### src/rtl/ddr3_test_pkg.sv
// Shared types and constants for the DDR3 write/read/compare pattern checker.
// Holds the pattern encodings, FSM states and PRBS31 generator constants.
package ddr3_test_pkg;

    typedef enum logic [1:0] {
        PAT_INC  = 2'd0,
        PAT_WALK = 2'd1,
        PAT_PRBS = 2'd2,
        PAT_CHK  = 2'd3
    } pat_t;

    typedef enum logic [2:0] {
        ST_IDLE     = 3'd0,
        ST_WAIT_CAL = 3'd1,
        ST_WRITE    = 3'd2,
        ST_GAP      = 3'd3,
        ST_READ     = 3'd4,
        ST_DRAIN    = 3'd5,
        ST_NEXT     = 3'd6
    } state_t;

    // x^31 + x^28 + 1, Fibonacci form: feedback from bits 30 and 27
    localparam int          PRBS_TAP_A = 30;
    localparam int          PRBS_TAP_B = 27;
    localparam logic [30:0] LFSR_SEED  = 31'h7FFF_FFFF;

    // Pass-dependent seed; an all-zero LFSR would lock up, so fall back to the base seed
    function automatic logic [30:0] prbs_seed(input logic [15:0] pass);
        logic [30:0] s;
        s = LFSR_SEED ^ {15'd0, pass};
        return (s == 31'd0) ? LFSR_SEED : s;
    endfunction

endpackage

### src/rtl/ddr3_pat_gen.sv
// Pattern generator: combinational word from (mode, idx, pass) plus a PRBS31 LFSR
// that is reseeded with load and advanced one step per word with step.
module ddr3_pat_gen
    import ddr3_test_pkg::*;
#(
    parameter int DATA_W = 16,
    parameter int IDX_W  = 10
) (
    input  logic              clk,
    input  logic              rst,
    input  pat_t              mode,
    input  logic [IDX_W-1:0]  idx,
    input  logic [15:0]       pass,
    input  logic              load,
    input  logic [30:0]       seed,
    input  logic              step,
    output logic [DATA_W-1:0] pattern
);

    localparam logic [DATA_W-1:0] ONE    = {{(DATA_W-1){1'b0}}, 1'b1};
    localparam logic [DATA_W-1:0] CHK_55 = {(DATA_W/2){2'b01}};

    logic [30:0]       lfsr;
    logic [63:0]       sum;
    logic [DATA_W-1:0] prbs_word;

    always_ff @(posedge clk or posedge rst) begin
        if (rst)
            lfsr <= LFSR_SEED;
        else if (load)
            lfsr <= seed;
        else if (step)
            lfsr <= {lfsr[29:0], lfsr[PRBS_TAP_A] ^ lfsr[PRBS_TAP_B]};
    end

    assign sum = 64'(idx) + 64'(pass);

    // The 31-bit state is repeated across the word so any DATA_W sees the full sequence
    always_comb begin
        prbs_word = '0;
        for (int b = 0; b < DATA_W; b++)
            prbs_word[b] = lfsr[b % 31];
    end

    always_comb begin
        pattern = '0;
        case (mode)
            PAT_INC:  pattern = sum[DATA_W-1:0];
            PAT_WALK: pattern = ONE << (sum % 64'(DATA_W));
            PAT_PRBS: pattern = prbs_word;
            PAT_CHK:  pattern = (idx[0] ^ pass[0]) ? ~CHK_55 : CHK_55;
            default:  pattern = '0;
        endcase
    end

endmodule

### config.mk
export PLATFORM = sky130hd
export DESIGN_NAME = ddr3_pat_gen
export DESIGN_NICKNAME = d
export VERILOG_FILES = /design/src/rtl/ddr3_test_pkg.sv /design/src/rtl/ddr3_pat_gen.sv
export SDC_FILE = /design/constraint.sdc
export NUM_CORES = 1
export LEC_CHECK = 0
export ABC_AREA = 1
export BUFFER_PORTS_ARGS = -buffer_cell sky130_fd_sc_hd__buf_2
export CAP_MARGIN = 40
export CORE_MARGIN = 3
export CORE_UTILIZATION = 45
export DETAILED_ROUTE_END_ITERATION = 10
export GPL_ROUTABILITY_DRIVEN = 0
export HOLD_SLACK_MARGIN = 0.03
export PLACE_DENSITY = 0.76
export RECOVER_POWER = 100
export SLEW_MARGIN = 15
export SYNTH_ARGS = -nofsm -noshare
export SYNTH_HDL_FRONTEND = slang
export SYNTH_SLANG_ARGS = --single-unit
### constraint.sdc
create_clock -name clk -period 2.3 [get_ports clk]
set_clock_uncertainty 0.05 [all_clocks]
set_input_delay 0.23 -clock clk [delete_from_list [all_inputs] [get_ports clk]]
set_output_delay 0.23 -clock clk [all_outputs]
set_load 0.02 [all_outputs]
==> metrics, run 1 <==
htree depth 2; Synth top area share 31.6%; most frequent cells in the layout nand2_1, buf_2, inv_1; area occupied by multi-input gates 0.00148 mm2; slowest stage delay, CP 0.59 ns; Initial Util 48.4%; global-route wire length before repair 11.2 mm; Arr. time, crit path 1.96 ns; share of cells above drive strength 1 26.1%; RSZ-0062 raised after global routing false; wire per inst 12.5 um; Setup CP Type primary input to output port; Slew Viols, Final 32; post-synthesis simple-gate area fraction 34.5%; Die Wd 81.7 um; Total Nets Final 546; Reg area 815 um2; biggest regs lfsr: 31 flops; post-synthesis mux area share 0%; xor/xnor share of the synthesized area 2.33%; placed cell area 0.00305 mm2; worst hold margin 0.109 ns; YS warnings 0; CTS Buf Count 5; gr usage total 21.2%; Die Height 81.7 um; antenna violations before repair 0; GR Overflow Total 0; area grow syn2layout 21.1%; TritonCTS clock tree built; P_sw 0.000586 W; P_int 0.00109 W; crit-path cells buf_2 > ha_1 > fa_2 > inv_1 > nor2_1 > nand2_1 > nor2_1 > nand2_1 > o2111ai_1 > buf_2; nature of the critical path startpoint primary input; commonest non-fill, non-tap cell in the layout nand2_1; main combinational cell family by area after synthesis simple AND/OR/NAND/NOR gates; syn nets 466; Post-Route WL 6.77 mm; vias in the first global route 2507; Iteration-0 DRC Markers 289; power share of the combinational group 34.1%; DRT Pass-1 Iters 6; core box area 0.00534 mm2; largest net degree at the start of global routing 34; post-route minimum period 2.24 ns; crit end category output port; synth unique cells 29; CTS clk-pin slew, worst paths 0.07 ns; Detailed Place HPWL 5.31 mm; crit share post-route 97.4%; cell taking the most area after synthesis dfstp_2; fillers 534; top cells by area, synth dfstp_2, nand2_1, inv_1; Required @ worst endpoint 2.02 ns; DRC 0; Max VDD drop 0.432 mV; max_cap viols 1; I/O Pins 79; worst-path fanout max 5; TNS Setup 0 ns; Cell Rows 26; Sw Share 35.0%; post-layout worst setup margin 0.0589 ns; CTS Hold Buffers Added 0; violated checks max-capacitance violations, max-slew violations; clock power share 25.9%; die area 0.00668 mm2; final instance area 0.00313 mm2; sequential power share 40.0%; Vias per Instance 5.10; final count of hold timing violations 0; Avg Inst Size Synth 6.58 um2; root buffer cell clkbuf_8; CP max-delay cell fa_2; status finished, violations left; register area share after synthesis 31.6%; Mapped Area 0.00258 mm2; Min-Delay Path Class primary input to flip-flop; fmax 0.446 GHz; via count 2766; #FFs+latches synth 31; Worst-Skew Late Latency 0.28 ns; PwrDens 535 mW/mm2; area share of fa/ha/maj cells after synthesis 5.62%; Largest register FFs 31; Mapped Cells 392; static leakage 1.70 nW; clk sink count 31; final setup violation count 0; Setup Fix Bufs, Post-CTS 0; Final ANT Viol Nets 0; Reg with most FFs lfsr; slew margin rel. -7.01%; Buffers on Ports 78; post-synthesis compound-gate area fraction 15.0%; pre-CTS setup slack 0.0704 ns; antenna diode count 0; post_cts resized 0; clk buf depth 2; actual slew at the worst max-slew pin 1.61 ns
[power by group through the flow]
stage	Clock, W	Sequential (W)	Combinational [W]
CTS	0.000435	0.000669	0.000574
detailed placement	0	0.000675	0.000572
floorplan	0	0.000668	0.000388
finish	0.000433	0.000668	0.000571
global placement	0	0.000673	0.000562
global route	0.000466	0.000675	0.000642
[cell usage after synthesis]
library cell and instances:
dfstp_2 31, xor2_2 1, a21oi_1 6, ha_1 10, o2111ai_1 6, xor2_1 4
nor2_4 1, a21o_1 1, nor3_1 2, o221ai_1 15, o211ai_1 8, nor2_1 20
a21boi_0 1, o21ai_0 9, nor2_2 1, xnor2_1 1, a22oi_1 4, nand3b_1 3
buf_2 5, nand4_1 1, clkbuf_1 5, nand3_1 34, nand2_2 1, nand2_1 153
o21bai_1 3, inv_1 61, inv_2 3, or2_4 1, fa_1 1
[worst paths after layout]
check                      startpoint          to  slack [ns]  cells after the start
max                            idx[0]  pattern[2]        0.06                     10
min                          seed[22]    lfsr[22]        0.11                      3
max reg2reg                  lfsr[14]    lfsr[14]        1.37                      2
min reg2reg                  lfsr[28]    lfsr[29]        0.42                      2
max in group asynchronous         rst    lfsr[26]        1.12                      3
min in group asynchronous         rst     lfsr[1]        1.04                      3
[worst max-delay path: cells and delay by family]
| family | cells | cell delay, ns |
|---|---|---|
| adder cells (fa/ha/maj) | 2 | 0.80 |
| buffers and inverters | 3 | 0.36 |
| AND/OR/NAND/NOR | 4 | 0.47 |
| AO/OA/AOI/OAI | 1 | 0.09 |
[per-stage QoR]
| step | std cells | util (%) | power (W) |
|---|---|---|---|
| after floorplan | 392 | - | 0.00106 |
| after global placement | 535 | 57.2 | 0.00123 |
| after detailed placement | 535 | 57.2 | 0.00125 |
| after CTS | 542 | 58.9 | 0.00168 |
| after global routing | 542 | 58.6 | 0.00178 |
| final | 542 | 58.6 | 0.00167 |
[logic make-up after synthesis]
family,count (synthesis)
compound gates,53
xor+xnor,6
fa+ha+maj,11
buf+inv,74
flops,31
simple gates,217
[routing by layer]
metal	track usage (%)	vias to the layer above	wire length, um
li1	-	1426	-
met4	4.98	0	57
met5	0	-	0
met1	31.5	1246	3310
met3	3.40	7	400
met2	32.2	87	3000
[layout make-up]
cell class / instances / share of cell area [%]
Clock buffer: 6 / 2.64
Clock inverter: 1 / 0.160
Inverter: 64 / 7.68
Multi-Input combinational cell: 287 / 47.4
Sequential cell: 31 / 26.1
Tap cell: 70 / 2.80
Timing Repair Buffer: 83 / 13.2
Power figures use the tool's default switching activity.
==> run 2, diff against run 1 <==
CORE_ASPECT_RATIO = 0.5   (was unset)
==> run 2 against run 1 <==
The flow still finishes with violations (max-capacitance violations, max-slew violations). First-iteration DRC count decreased by 48%. Combinational power barely moved. Non-clock buffer count decreased by 2. Total power rose by 20%. Via count is essentially flat. Clock power is 76% higher. Global-route usage is 0.74 points lower. Critical path depth did not move. Setup slack better by 0.079 ns. Sequential share of layout area is 0.61 points lower. Worst hold slack improved by 0.0053 ns. Highest routed layer unchanged.
==> metrics, run 2 (synthesis results as in run 1) <==
Iteration-0 DRC Markers 150 (was 289); r2r setup slk 1.36 ns (was 1.37 ns); antenna violations before repair 0 (unchanged); grt met1 use 28.0% (was 31.5%); CTS clk-pin slew, worst paths 0.05 ns (was 0.07 ns); share of cells above drive strength 1 25.7% (was 26.1%); RSZ-0062 raised after global routing false (unchanged); DRC 0 (unchanged); TNS Setup 0 ns (unchanged); TritonCTS clock tree built (unchanged); area grow syn2layout 24.0% (was 21.1%); GR Overflow Total 0 (unchanged); Max VDD drop 0.604 mV (was 0.432 mV); post_cts resized 0 (unchanged); vias in the first global route 2473 (was 2507); final instance area 0.00320 mm2 (was 0.00313 mm2); wire per inst 12.3 um (was 12.5 um); largest net degree at the start of global routing 34 (unchanged); htree depth 2 (unchanged); Die Height 59.6 um (was 81.7 um); core box area 0.00523 mm2 (was 0.00534 mm2); Post-Layout Cell Count 541 (was 542); final count of hold timing violations 0 (unchanged); Die Wd 113 um (was 81.7 um); commonest non-fill, non-tap cell in the layout nand2_1 (unchanged); met2 usage 32.6% (was 32.2%); PwrDens 625 mW/mm2 (was 535 mW/mm2); Setup Fix Bufs, Post-CTS 0 (unchanged); Slew Viols, Final 32 (unchanged); crit-path cells buf_2 > ha_1 > or2_0 > nand2_1 > nand2_1 > nand2_2 > inv_2 > a21oi_1 > nand2_1 > clkbuf_2 (was buf_2 > ha_1 > fa_2 > inv_1 > nor2_1 > nand2_1 > nor2_1 > nand2_1 > o2111ai_1 > buf_2); clk buf depth 2 (unchanged); post-route minimum period 2.16 ns (was 2.24 ns); Arr. time, crit path 1.88 ns (was 1.96 ns); placed cell count 533 (was 535); Detailed Place HPWL 5.13 mm (was 5.31 mm); slew margin rel. -4.60% (was -7.01%); Largest register FFs 31 (unchanged); most frequent cells in the layout nand2_1, buf_2, inv_1 (unchanged); max_cap viols 1 (unchanged); CP bufs+invs 3 (unchanged); Required @ worst endpoint 2.02 ns (about the same); CTS Hold Buffers Added 0 (unchanged); clk sink count 31 (unchanged); Most Crowded Layer GR met2 (unchanged); met3 Usage GRT 4.08% (was 3.40%); placed cell area 0.00304 mm2 (was 0.00305 mm2); via count 2767 (was 2766); die area 0.00674 mm2 (was 0.00668 mm2); Min-Delay Path Class primary input to flip-flop (unchanged); violated checks max-capacitance violations, max-slew violations (unchanged); status finished, violations left (unchanged); CP max-delay cell ha_1 (was fa_2); global-route wire length before repair 11.1 mm (was 11.2 mm); slowest stage delay, CP 0.35 ns (was 0.59 ns); Buffers on Ports 78 (unchanged); crit share post-route 94.0% (was 97.4%); fmax 0.463 GHz (was 0.446 GHz); Vias per Instance 5.11 (was 5.10); Top delay family on crit path simple AND/OR/NAND/NOR gates (was adder cells); biggest regs lfsr: 31 flops (unchanged); Final ANT Viol Nets 0 (unchanged); CTS Buf Count 5 (unchanged); static leakage 1.73 nW (was 1.70 nW); gr usage total 20.5% (was 21.2%); crit end category output port (unchanged); antenna diode count 0 (unchanged); Reg with most FFs lfsr (unchanged); Cell Rows 18 (was 26); final setup violation count 0 (unchanged); DRT Pass-1 Iters 4 (was 6); nature of the critical path startpoint primary input (unchanged); worst-path fanout max 10 (was 5); Post-Route WL 6.68 mm (was 6.77 mm); root buffer cell clkbuf_16 (was clkbuf_8); Setup CP Type primary input to output port (unchanged); Total Nets Final 544 (was 546); fillers 527 (was 534); actual slew at the worst max-slew pin 1.57 ns (was 1.61 ns); Worst-Skew Late Latency 0.28 ns (about the same); Initial Util 49.4% (was 48.4%); most frequent cell on the critical path nand2_1; I/O Pins 79 (unchanged); worst hold margin 0.115 ns (was 0.109 ns)
run 2: changes by cell type in the layout (fill, tap and decap cells not counted):
cell and delta:
clkbuf_1 -1, clkbuf_2 +8, inv_1 +1, inv_2 -1, bufinv_16 +1, buf_2 -9
clkbuf_8 -5, clkbuf_16 +5, or2_4 -1, or2_0 +1
run 2: worst paths after layout:
check	startpoint	end	cells past startpoint
max	idx[2]	pattern[6]	10
min	seed[2]	lfsr[2]	3
max reg2reg	lfsr[15]	lfsr[15]	2
min reg2reg	lfsr[28]	lfsr[29]	2
max in group asynchronous	rst	lfsr[30]	3
min in group asynchronous	rst	lfsr[22]	3
run 2: tightest hold or removal path, delay by kind of cell:
| kind | cells | cell delay [ns] |
|---|---|---|
| AOI/OAI and AO/OA | 1 | 0.06 |
| and+or+nand+nor | 1 | 0.04 |
| buffers and inverters | 1 | 0.08 |
run 2: layer usage:
metal,routed length (um),share of wire (%)
met1,3180,48
met2,2900,43
met3,451,6.8
met4,140,2.1
met5,0,0
run 2: power by group:
group	internal (W)	switching, W
registers	0.000645	0.0000241
clock network	0.000537	0.000226
logic	0.000204	0.000364
total	0.00139	0.000614
run 2: cell type report:
| class | count | area (um2) | area share, % |
|---|---|---|---|
| Inverter | 64 | 240 | 7.50 |
| Timing Repair Buffer | 81 | 405 | 12.7 |
| Multi-Input combinational cell | 287 | 1480 | 46.2 |
| Sequential cell | 31 | 815 | 25.4 |
| Tap cell | 70 | 87.6 | 2.74 |
| Clock buffer | 6 | 139 | 4.34 |
| Clock inverter | 2 | 35.0 | 1.09 |
run 2: stage by stage:
step           setup slack [ns]  utilization [%]  power, W
6_report                  0.138             61.3   0.00200
5_1_grt                  0.0142             61.3   0.00212
4_1_cts                   0.142             61.5   0.00202
3_5_place_dp              0.144             58.1   0.00125
3_3_place_gp              0.174             58.1   0.00124
2_1_floorplan             0.268                -   0.00106
